## src/rtl/sdram_arbiter_if.sv

```systemverilog
`default_nettype none
// ============================================================================
//  Module      : sdram_arbiter_if
//  Description : Bundle of the two host request ports and the SDRAM
//                controller command/response signals around sdram_arbiter.
//                slave  - the arbiter's view (hosts + controller drive it)
//                master - the environment's view (hosts + controller model)
//  Ports       : p0_/p1_ req, we, addr, wdata, ack, rdata    (host side)
//                wr_addr, rd_addr, wr_data, wr_enable, rd_enable,
//                rd_data, rd_ready, busy                      (controller side)
//                gnt                                          (status)
//  Revision    : 1.0 - initial release
// ============================================================================
interface sdram_arbiter_if #(
    parameter int HADDR_WIDTH = 25
);
    // host port 0
    logic                   p0_req;
    logic                   p0_we;
    logic [HADDR_WIDTH-1:0] p0_addr;
    logic [7:0]             p0_wdata;
    logic                   p0_ack;
    logic [7:0]             p0_rdata;
    // host port 1
    logic                   p1_req;
    logic                   p1_we;
    logic [HADDR_WIDTH-1:0] p1_addr;
    logic [7:0]             p1_wdata;
    logic                   p1_ack;
    logic [7:0]             p1_rdata;
    // controller side
    logic [HADDR_WIDTH-1:0] wr_addr;
    logic [HADDR_WIDTH-1:0] rd_addr;
    logic [7:0]             wr_data;
    logic                   wr_enable;
    logic                   rd_enable;
    logic [7:0]             rd_data;
    logic                   rd_ready;
    logic                   busy;
    // status
    logic                   gnt;

    modport slave (
        input  p0_req, p0_we, p0_addr, p0_wdata,
        input  p1_req, p1_we, p1_addr, p1_wdata,
        input  rd_data, rd_ready, busy,
        output p0_ack, p0_rdata, p1_ack, p1_rdata,
        output wr_addr, rd_addr, wr_data, wr_enable, rd_enable, gnt
    );

    modport master (
        output p0_req, p0_we, p0_addr, p0_wdata,
        output p1_req, p1_we, p1_addr, p1_wdata,
        output rd_data, rd_ready, busy,
        input  p0_ack, p0_rdata, p1_ack, p1_rdata,
        input  wr_addr, rd_addr, wr_data, wr_enable, rd_enable, gnt
    );
endinterface
`default_nettype wire

```

## src/rtl/sdram_arbiter.sv

```systemverilog
`default_nettype none
// ============================================================================
//  Module      : sdram_arbiter
//  Description : Two-port round-robin arbiter in front of a single-command
//                SDRAM controller. One transaction is outstanding at a time:
//                IDLE (arbitrate + latch) -> ISSUE (strobe enable until the
//                controller reports busy) -> WAIT (read: rd_ready, write:
//                busy low) -> DONE (one-cycle ack to the granted port).
//  Ports       : clk    - system clock, all state on posedge
//                rst_n  - synchronous active-low reset
//                bus    - sdram_arbiter_if.slave (host ports + controller)
//  Revision    : 1.0 - initial release
// ============================================================================
module sdram_arbiter #(
    parameter int HADDR_WIDTH = 25
) (
    input  wire            clk,
    input  wire            rst_n,
    sdram_arbiter_if.slave bus
);

    typedef enum logic [1:0] {
        S_IDLE  = 2'd0,
        S_ISSUE = 2'd1,
        S_WAIT  = 2'd2,
        S_DONE  = 2'd3
    } state_t;

    state_t                 r_state;
    state_t                 w_next;

    logic                   r_gnt;
    logic                   r_we;
    logic [HADDR_WIDTH-1:0] r_addr;
    logic [7:0]             r_wdata;
    logic [7:0]             r_rdata0;
    logic [7:0]             r_rdata1;

    logic                   w_sel;
    logic                   w_latch;
    logic                   w_capture;
    logic                   w_rd_en;
    logic                   w_wr_en;
    logic                   w_ack0;
    logic                   w_ack1;

    // Round-robin pick: on a tie the port that was not granted last wins.
    // r_gnt resets to 1 so port 0 takes the first tie.
    always_comb begin
        w_sel = 1'b0;
        if (bus.p0_req && bus.p1_req) begin
            w_sel = ~r_gnt;
        end else begin
            w_sel = bus.p1_req;
        end
    end

    always_ff @(posedge clk) begin
        if (!rst_n) begin
            r_state <= S_IDLE;
        end else begin
            r_state <= w_next;
        end
    end

    always_comb begin
        w_next    = r_state;
        w_latch   = 1'b0;
        w_capture = 1'b0;
        w_rd_en   = 1'b0;
        w_wr_en   = 1'b0;
        w_ack0    = 1'b0;
        w_ack1    = 1'b0;
        case (r_state)
            S_IDLE: begin
                if ((bus.p0_req || bus.p1_req) && !bus.busy) begin
                    w_latch = 1'b1;
                    w_next  = S_ISSUE;
                end
            end
            S_ISSUE: begin
                // Keep strobing until the controller has picked the command up;
                // a controller that never goes busy parks us here.
                w_rd_en = ~r_we;
                w_wr_en = r_we;
                if (bus.busy) begin
                    w_next = S_WAIT;
                end
            end
            S_WAIT: begin
                if (r_we) begin
                    // rd_ready is meaningless for a write and is ignored
                    if (!bus.busy) begin
                        w_next = S_DONE;
                    end
                end else if (bus.rd_ready) begin
                    w_capture = 1'b1;
                    w_next    = S_DONE;
                end
            end
            S_DONE: begin
                w_ack0 = ~r_gnt;
                w_ack1 = r_gnt;
                w_next = S_IDLE;
            end
            default: begin
                w_next = S_IDLE;
            end
        endcase
    end

    // Transaction latch and per-port read data. The latched command stays
    // put after a req is withdrawn early, so the transaction still finishes.
    always_ff @(posedge clk) begin
        if (!rst_n) begin
            r_gnt    <= 1'b1;
            r_we     <= 1'b0;
            r_addr   <= '0;
            r_wdata  <= '0;
            r_rdata0 <= '0;
            r_rdata1 <= '0;
        end else begin
            if (w_latch) begin
                r_gnt   <= w_sel;
                r_we    <= w_sel ? bus.p1_we    : bus.p0_we;
                r_addr  <= w_sel ? bus.p1_addr  : bus.p0_addr;
                r_wdata <= w_sel ? bus.p1_wdata : bus.p0_wdata;
            end
            if (w_capture) begin
                if (r_gnt) begin
                    r_rdata1 <= bus.rd_data;
                end else begin
                    r_rdata0 <= bus.rd_data;
                end
            end
        end
    end

    // Both address buses always carry the latched address so the
    // controller never latches a stale value on either path.
    assign bus.rd_addr   = r_addr;
    assign bus.wr_addr   = r_addr;
    assign bus.wr_data   = r_wdata;
    assign bus.rd_enable = w_rd_en;
    assign bus.wr_enable = w_wr_en;
    assign bus.p0_ack    = w_ack0;
    assign bus.p1_ack    = w_ack1;
    assign bus.p0_rdata  = r_rdata0;
    assign bus.p1_rdata  = r_rdata1;
    assign bus.gnt       = r_gnt;

endmodule
`default_nettype wire

```

## src/flat_wrapper.sv

```systemverilog
// flat-port wrapper written by rule: the top's interface ports become plain ports
module sdram_arbiter_flat 
#(
    parameter int HADDR_WIDTH = 25
)
  (clk, rst_n, bus_p0_req, bus_p0_we, bus_p0_addr, bus_p0_wdata, bus_p1_req, bus_p1_we, bus_p1_addr, bus_p1_wdata, bus_rd_data, bus_rd_ready, bus_busy, bus_p0_ack, bus_p0_rdata, bus_p1_ack, bus_p1_rdata, bus_wr_addr, bus_rd_addr, bus_wr_data, bus_wr_enable, bus_rd_enable, bus_gnt);
  sdram_arbiter_if #(.HADDR_WIDTH(HADDR_WIDTH)) bus_i ();
  input  wire clk;
  input  wire rst_n;
  input wire logic [$bits(bus_i.p0_req)-1:0] bus_p0_req;
  input wire logic [$bits(bus_i.p0_we)-1:0] bus_p0_we;
  input wire logic [$bits(bus_i.p0_addr)-1:0] bus_p0_addr;
  input wire logic [$bits(bus_i.p0_wdata)-1:0] bus_p0_wdata;
  input wire logic [$bits(bus_i.p1_req)-1:0] bus_p1_req;
  input wire logic [$bits(bus_i.p1_we)-1:0] bus_p1_we;
  input wire logic [$bits(bus_i.p1_addr)-1:0] bus_p1_addr;
  input wire logic [$bits(bus_i.p1_wdata)-1:0] bus_p1_wdata;
  input wire logic [$bits(bus_i.rd_data)-1:0] bus_rd_data;
  input wire logic [$bits(bus_i.rd_ready)-1:0] bus_rd_ready;
  input wire logic [$bits(bus_i.busy)-1:0] bus_busy;
  output wire logic [$bits(bus_i.p0_ack)-1:0] bus_p0_ack;
  output wire logic [$bits(bus_i.p0_rdata)-1:0] bus_p0_rdata;
  output wire logic [$bits(bus_i.p1_ack)-1:0] bus_p1_ack;
  output wire logic [$bits(bus_i.p1_rdata)-1:0] bus_p1_rdata;
  output wire logic [$bits(bus_i.wr_addr)-1:0] bus_wr_addr;
  output wire logic [$bits(bus_i.rd_addr)-1:0] bus_rd_addr;
  output wire logic [$bits(bus_i.wr_data)-1:0] bus_wr_data;
  output wire logic [$bits(bus_i.wr_enable)-1:0] bus_wr_enable;
  output wire logic [$bits(bus_i.rd_enable)-1:0] bus_rd_enable;
  output wire logic [$bits(bus_i.gnt)-1:0] bus_gnt;
  assign bus_i.p0_req = bus_p0_req;
  assign bus_i.p0_we = bus_p0_we;
  assign bus_i.p0_addr = bus_p0_addr;
  assign bus_i.p0_wdata = bus_p0_wdata;
  assign bus_i.p1_req = bus_p1_req;
  assign bus_i.p1_we = bus_p1_we;
  assign bus_i.p1_addr = bus_p1_addr;
  assign bus_i.p1_wdata = bus_p1_wdata;
  assign bus_i.rd_data = bus_rd_data;
  assign bus_i.rd_ready = bus_rd_ready;
  assign bus_i.busy = bus_busy;
  assign bus_p0_ack = bus_i.p0_ack;
  assign bus_p0_rdata = bus_i.p0_rdata;
  assign bus_p1_ack = bus_i.p1_ack;
  assign bus_p1_rdata = bus_i.p1_rdata;
  assign bus_wr_addr = bus_i.wr_addr;
  assign bus_rd_addr = bus_i.rd_addr;
  assign bus_wr_data = bus_i.wr_data;
  assign bus_wr_enable = bus_i.wr_enable;
  assign bus_rd_enable = bus_i.rd_enable;
  assign bus_gnt = bus_i.gnt;
  sdram_arbiter #(.HADDR_WIDTH(HADDR_WIDTH)) u_core (.clk(clk), .rst_n(rst_n), .bus(bus_i));
endmodule
```

## config.mk

```make
export PLATFORM = sky130hd
export DESIGN_NAME = sdram_arbiter_flat
export DESIGN_NICKNAME = d
export VERILOG_FILES = /design/src/rtl/sdram_arbiter_if.sv /design/src/rtl/sdram_arbiter.sv /design/src/flat_wrapper.sv
export SDC_FILE = /design/constraint.sdc
export NUM_CORES = 1
export LEC_CHECK = 0
export CORE_ASPECT_RATIO = 1.4
export CORE_MARGIN = 1.5
export CORE_UTILIZATION = 34
export CTS_BUF_LIST = sky130_fd_sc_hd__clkbuf_8
export DETAILED_ROUTE_END_ITERATION = 8
export GPL_TIMING_DRIVEN = 0
export HOLD_SLACK_MARGIN = 0.1
export PLACE_DENSITY_LB_ADDON = 0.15
export SLEW_MARGIN = 20
export SYNTH_ARGS = -nofsm -noshare
export SYNTH_HDL_FRONTEND = slang
export SYNTH_SLANG_ARGS = --single-unit
```

## constraint.sdc

```tcl
create_clock -name clk -period 1.4 [get_ports clk]
set_input_delay 0.21 -clock clk [delete_from_list [all_inputs] [get_ports clk]]
set_output_delay 0.21 -clock clk [all_outputs]
set_load 0.005 [all_outputs]
```

== Word-level counts from Yosys, hierarchy flattened ==
Cells that the tools add are included.

* Bits in registers: 53
* Bits in latches: 0
* Memory bits (writable): 0
* ROM bits: 0
* Input bits: 82
* Output and inout port bits: 79
* Logic and storage cells: 43
* Memories kept: 0

* Add/subtract/negate cells: 0
* Multipliers: 0
* Divide/modulo/power cells: 0
* Magnitude comparators: 0
* Equality and inequality tests: 7
* Shifts and indexed selects: 0
* Mux-type cells: 19
* Bitwise gates (word level): 2
* Reduce and logical (&&, ||, !) cells: 8

{| class="wikitable"
|+ Operators by type and width
! operator !! number
|-
| $mux 25 || 1
|-
| $mux 1 || 11
|-
| $mux 2 || 5
|-
| $mux 8 || 1
|-
| $pmux 2 s4 || 1
|-
| $eq 2x2->1 const B || 2
|-
| $reduce_and 2->1 || 2
|-
| $reduce_and 4->1 || 1
|-
| $ne 3x2->1 const B || 1
|-
| $ne 3x3->1 const B || 1
|-
| $eq 2x1->1 const B || 1
|-
| $logic_and 1x1->1 || 2
|-
| $logic_not 2->1 || 1
|-
| $ne 2x1->1 const B || 1
|-
| $ne 2x2->1 const B || 1
|-
| $not 1->1 || 2
|-
| $logic_not 1->1 || 1
|-
| $logic_or 1x1->1 || 1
|}

== Logic depth before layout (Yosys ltp) ==
* Depth in word-level cells: 4
* Mapped depth: 7
* Mapped depth without buffers: 6

== Least setup slack after synthesis ==
No wires, ideal clock.

* Path type: reg2reg
* From: register u_core.r_state[0]
* To: register u_core.r_state[1]
* Setup time: 0.072 ns
* Data arrival time: 1.459 ns
* Required time: 1.328 ns
* Path slack: -0.130 ns
* Cell stages (with the launch flop): 7
* Path buffers: 0
* Clock period less this slack: 1.530 ns
* Cell sequence: dfxtp_1 > inv_1 > ha_1 > mux2_1 > a21oi_1 > a21boi_1 > mux2i_1

* Longest elaborated chain between the ends: 3
* Elaborated cells between the ends (all ways): 10
* Classes of those cells: 7 x eq/ne; 1 x mux; 2 x reduce/logical

{| class="wikitable"
|+ RTL lines
! element !! RTL line !! RTL
|-
| from (decl) || sdram_arbiter.sv:29 || <nowiki>state_t r_state;</nowiki>
|-
| from (signal assigned) || sdram_arbiter.sv:62 || <nowiki>r_state <= w_next;</nowiki>
|-
| $eq 2x2->1, or another cell as far along || sdram_arbiter.sv:74 || <nowiki>case (r_state)</nowiki>
|-
| $ne 3x3->1 (no source line), or another cell as far along || -- ||
|-
| $reduce_and 4->1 (no source line) || -- ||
|}

Several ways; a longest one is shown, not always the timed one.
A chain may end at the register's enable or synchronous reset.

== Final worst setup path ==
Same ends and word-level chain as after synthesis.

==> impl_metrics.ini <==
[clocking]
cts_sinks = 53
cts_hold_buf = 0
h-tree-depth = 2
root_buffer = clkbuf_8
clk_pin_slew_worst_paths_ps = 100
clock_path_buffers = 2
cts_tree = done
insertion_delay_ps = 300
numCtsBuffers = 5

[sta]
fin_worst_skew_ps = 8.81
rsz0062_at_grt = true
hold_violations = 0
setup_ws_ps = -136
hold-worst-slack_ps = 450
tns_ps = -1430
setup_viol = 44
slew_headroom = 0.725
period_share = 1.10
fmax_ghz = 0.651
report.final.slew_viol_count = 0
worst_pin_slew_ps = 413
fin_crit_ps = 1540

[run]
cap_violations = 0

[finish]
n_antenna_cell = 0
mostFrequentLayoutCells = 104 x clkdlybuf4s50_1, 90 x nand2_1, 35 x buf_4, 35 x o21ai_0, 35 x dfxtp_2
final_util = 0.661
nets = 573
drive_above_1_share = 0.238
layout.cells.most_common = clkdlybuf4s50_1
syn2layout_area_growth_pct = 86.9
final-instance-count-excl-fill = 582

[logic_synthesis]
yosys_warnings = 0
synth.net_count = 395
synth_cell_types = 21
syn_area_per_cell_um2 = 8.07
synth_area_mm2 = 0.00248
syn_inst = 308
synth_seq_area_share = 0.427
synth_seq_cells = 53

[status]
status = finished, violations left
violations = negative setup slack

[drt]
ant_nets = 0
drc_errors = 0
viasPerCell = 4.69
drtIter0Drc = 86
routedWlPerCell_um = 13.5
drt_pass1_iterations = 4
vias = 2728
finalWirelength_um = 7840

[global_routing]
grt_pass1_wl_um = 12300
track_usage = 0.197
grt_pass1_vias = 2667
grt_max_degree = 17
grt_overflow = 0
grt_antenna_before_repair = 0

[worst_setup_path]
worstSetupPathType = reg -> reg
cp_data_required_time_ps = 1630
cp.arrival_ps = 1770
critPathCaptureType = flop
crit_fanout = 3
critPathLaunchType = flop

[pwr]
vdd_drop_max_uv = 712
p_per_area_mw_per_mm2 = 1320
leakage_nw = 2.32

[floorplan]
core-area_mm2 = 0.00703
dieArea_mm2 = 0.00784
die_x_um = 75.3
io_pins = 161
start_util = 0.354
rows = 36
die_h_um = 104

[placed_design]
hpwl_um = 5810
place.gp.congestion = 0.762
io_buffers = 160
post-place-cells = 563

[worst_hold_path]
hold_class = in -> reg
routing by layer:
metal,vias up,routed length (µm),GRT usage
li1,1371,-,-
met1,1244,3150,0.225
met2,103,4010,0.348
met3,10,539,0.0523
met4,0,137,0.0587
met5,-,0,0
per-stage QoR:
step / setup slack (ps) / cell area [µm²] / power [mW]
after detailed placement: -488 / 4220 / 4.72
after global routing: -220 / 4640 / 6.51
final: -136 / 4640 / 6.11
after floorplan: -43.1 / 2500 / 3.25
after CTS: -89.3 / 4520 / 6.06
after global placement: -509 / 4220 / 4.67
path summary, 6_finish.rpt:
path	startpoint	end	slack (ps)	cells after the start
min reg2reg	u_core.bus.p1_rdata[0]$_SDFFE_PN0P_	u_core.bus.p1_rdata[0]$_SDFFE_PN0P_	460	2
max	u_core.r_state[0]$_SDFFE_PN0P_	u_core.r_state[1]$_SDFFE_PN0P_	-140	6
max reg2reg	u_core.r_state[0]$_SDFFE_PN0P_	u_core.r_state[1]$_SDFFE_PN0P_	-140	6
min	bus_p1_addr[20]	u_core.bus.rd_addr[20]$_SDFFE_PN0P_	450	3
timing repair:
item	4_1_cts	5_1_grt
buffers inserted	8	4
setup endpoints to repair	99	92
hold endpoints to repair	0	0
pin swaps	4	2
resized for setup	101	49
area by class of cell:
class,count,area [µm²]
buffer,46,349
clock buffer,5,68.8
clock inverter,3,42.5
fill,630,2380
inverter,2,10.0
multi-input combinational,207,1220
sequential,53,1110
tap,95,119
timing repair buffer,171,1720
report_power, final:
| part | total, mW | internal (mW) | switching, mW |
|---|---|---|---|
| logic | 2.94 | 1.79 | 1.15 |
| registers | 2.13 | 1.89 | 0.238 |
| clock network | 1.04 | 0.530 | 0.506 |
| total | 6.11 | 4.21 | 1.89 |
cell families (layout without fill, tap and decap cells):
logic type / Yosys count / in the layout / synth area share
adder cells (fa/ha/maj): 5 / 5 / 0.0252
AO/OA/AOI/OAI: 80 / 80 / 0.189
buffers and inverters: 48 / 227 / 0.119
flip-flops: 53 / 53 / 0.427
multiplexers: 11 / 11 / 0.0448
AND/OR/NAND/NOR: 111 / 111 / 0.195
synth_stat cells:
cell type | number | area [µm²]
a21boi_0 | 8 | 60.1
a21boi_1 | 1 | 7.51
a21oi_1 | 1 | 5.00
a31oi_1 | 34 | 213
and2_1 | 3 | 18.8
buf_2 | 11 | 55.1
buf_4 | 27 | 203
clkbuf_1 | 8 | 30.0
dfxtp_1 | 53 | 1060
ha_1 | 5 | 62.6
inv_1 | 2 | 7.51
mux2_1 | 1 | 11.3
mux2i_1 | 10 | 100
nand2_1 | 92 | 345
nand4b_1 | 1 | 8.76
nor2_1 | 2 | 7.51
nor2b_1 | 10 | 62.6
nor3_4 | 1 | 16.3
nor3b_2 | 2 | 25.0
o211a_1 | 1 | 10.0
o21ai_0 | 35 | 175
flip-flops by register name (all words and copies together) (netlist names):
signal	flops
u_core.bus.gnt	1
u_core.bus.p1_rdata	8
u_core.bus.wr_data	8
u_core.bus.rd_addr	25
u_core.r_state	2
u_core.r_we	1
u_core.bus.p0_rdata	8
critical path, stage by stage (launching register included):
cell      delay [ps]
dfxtp_4          380
buf_6            130
ha_4             150
mux2_4           270
a21oi_2          140
a21boi_4         220
mux2i_1          180
(Power assumes the default switching activity.)
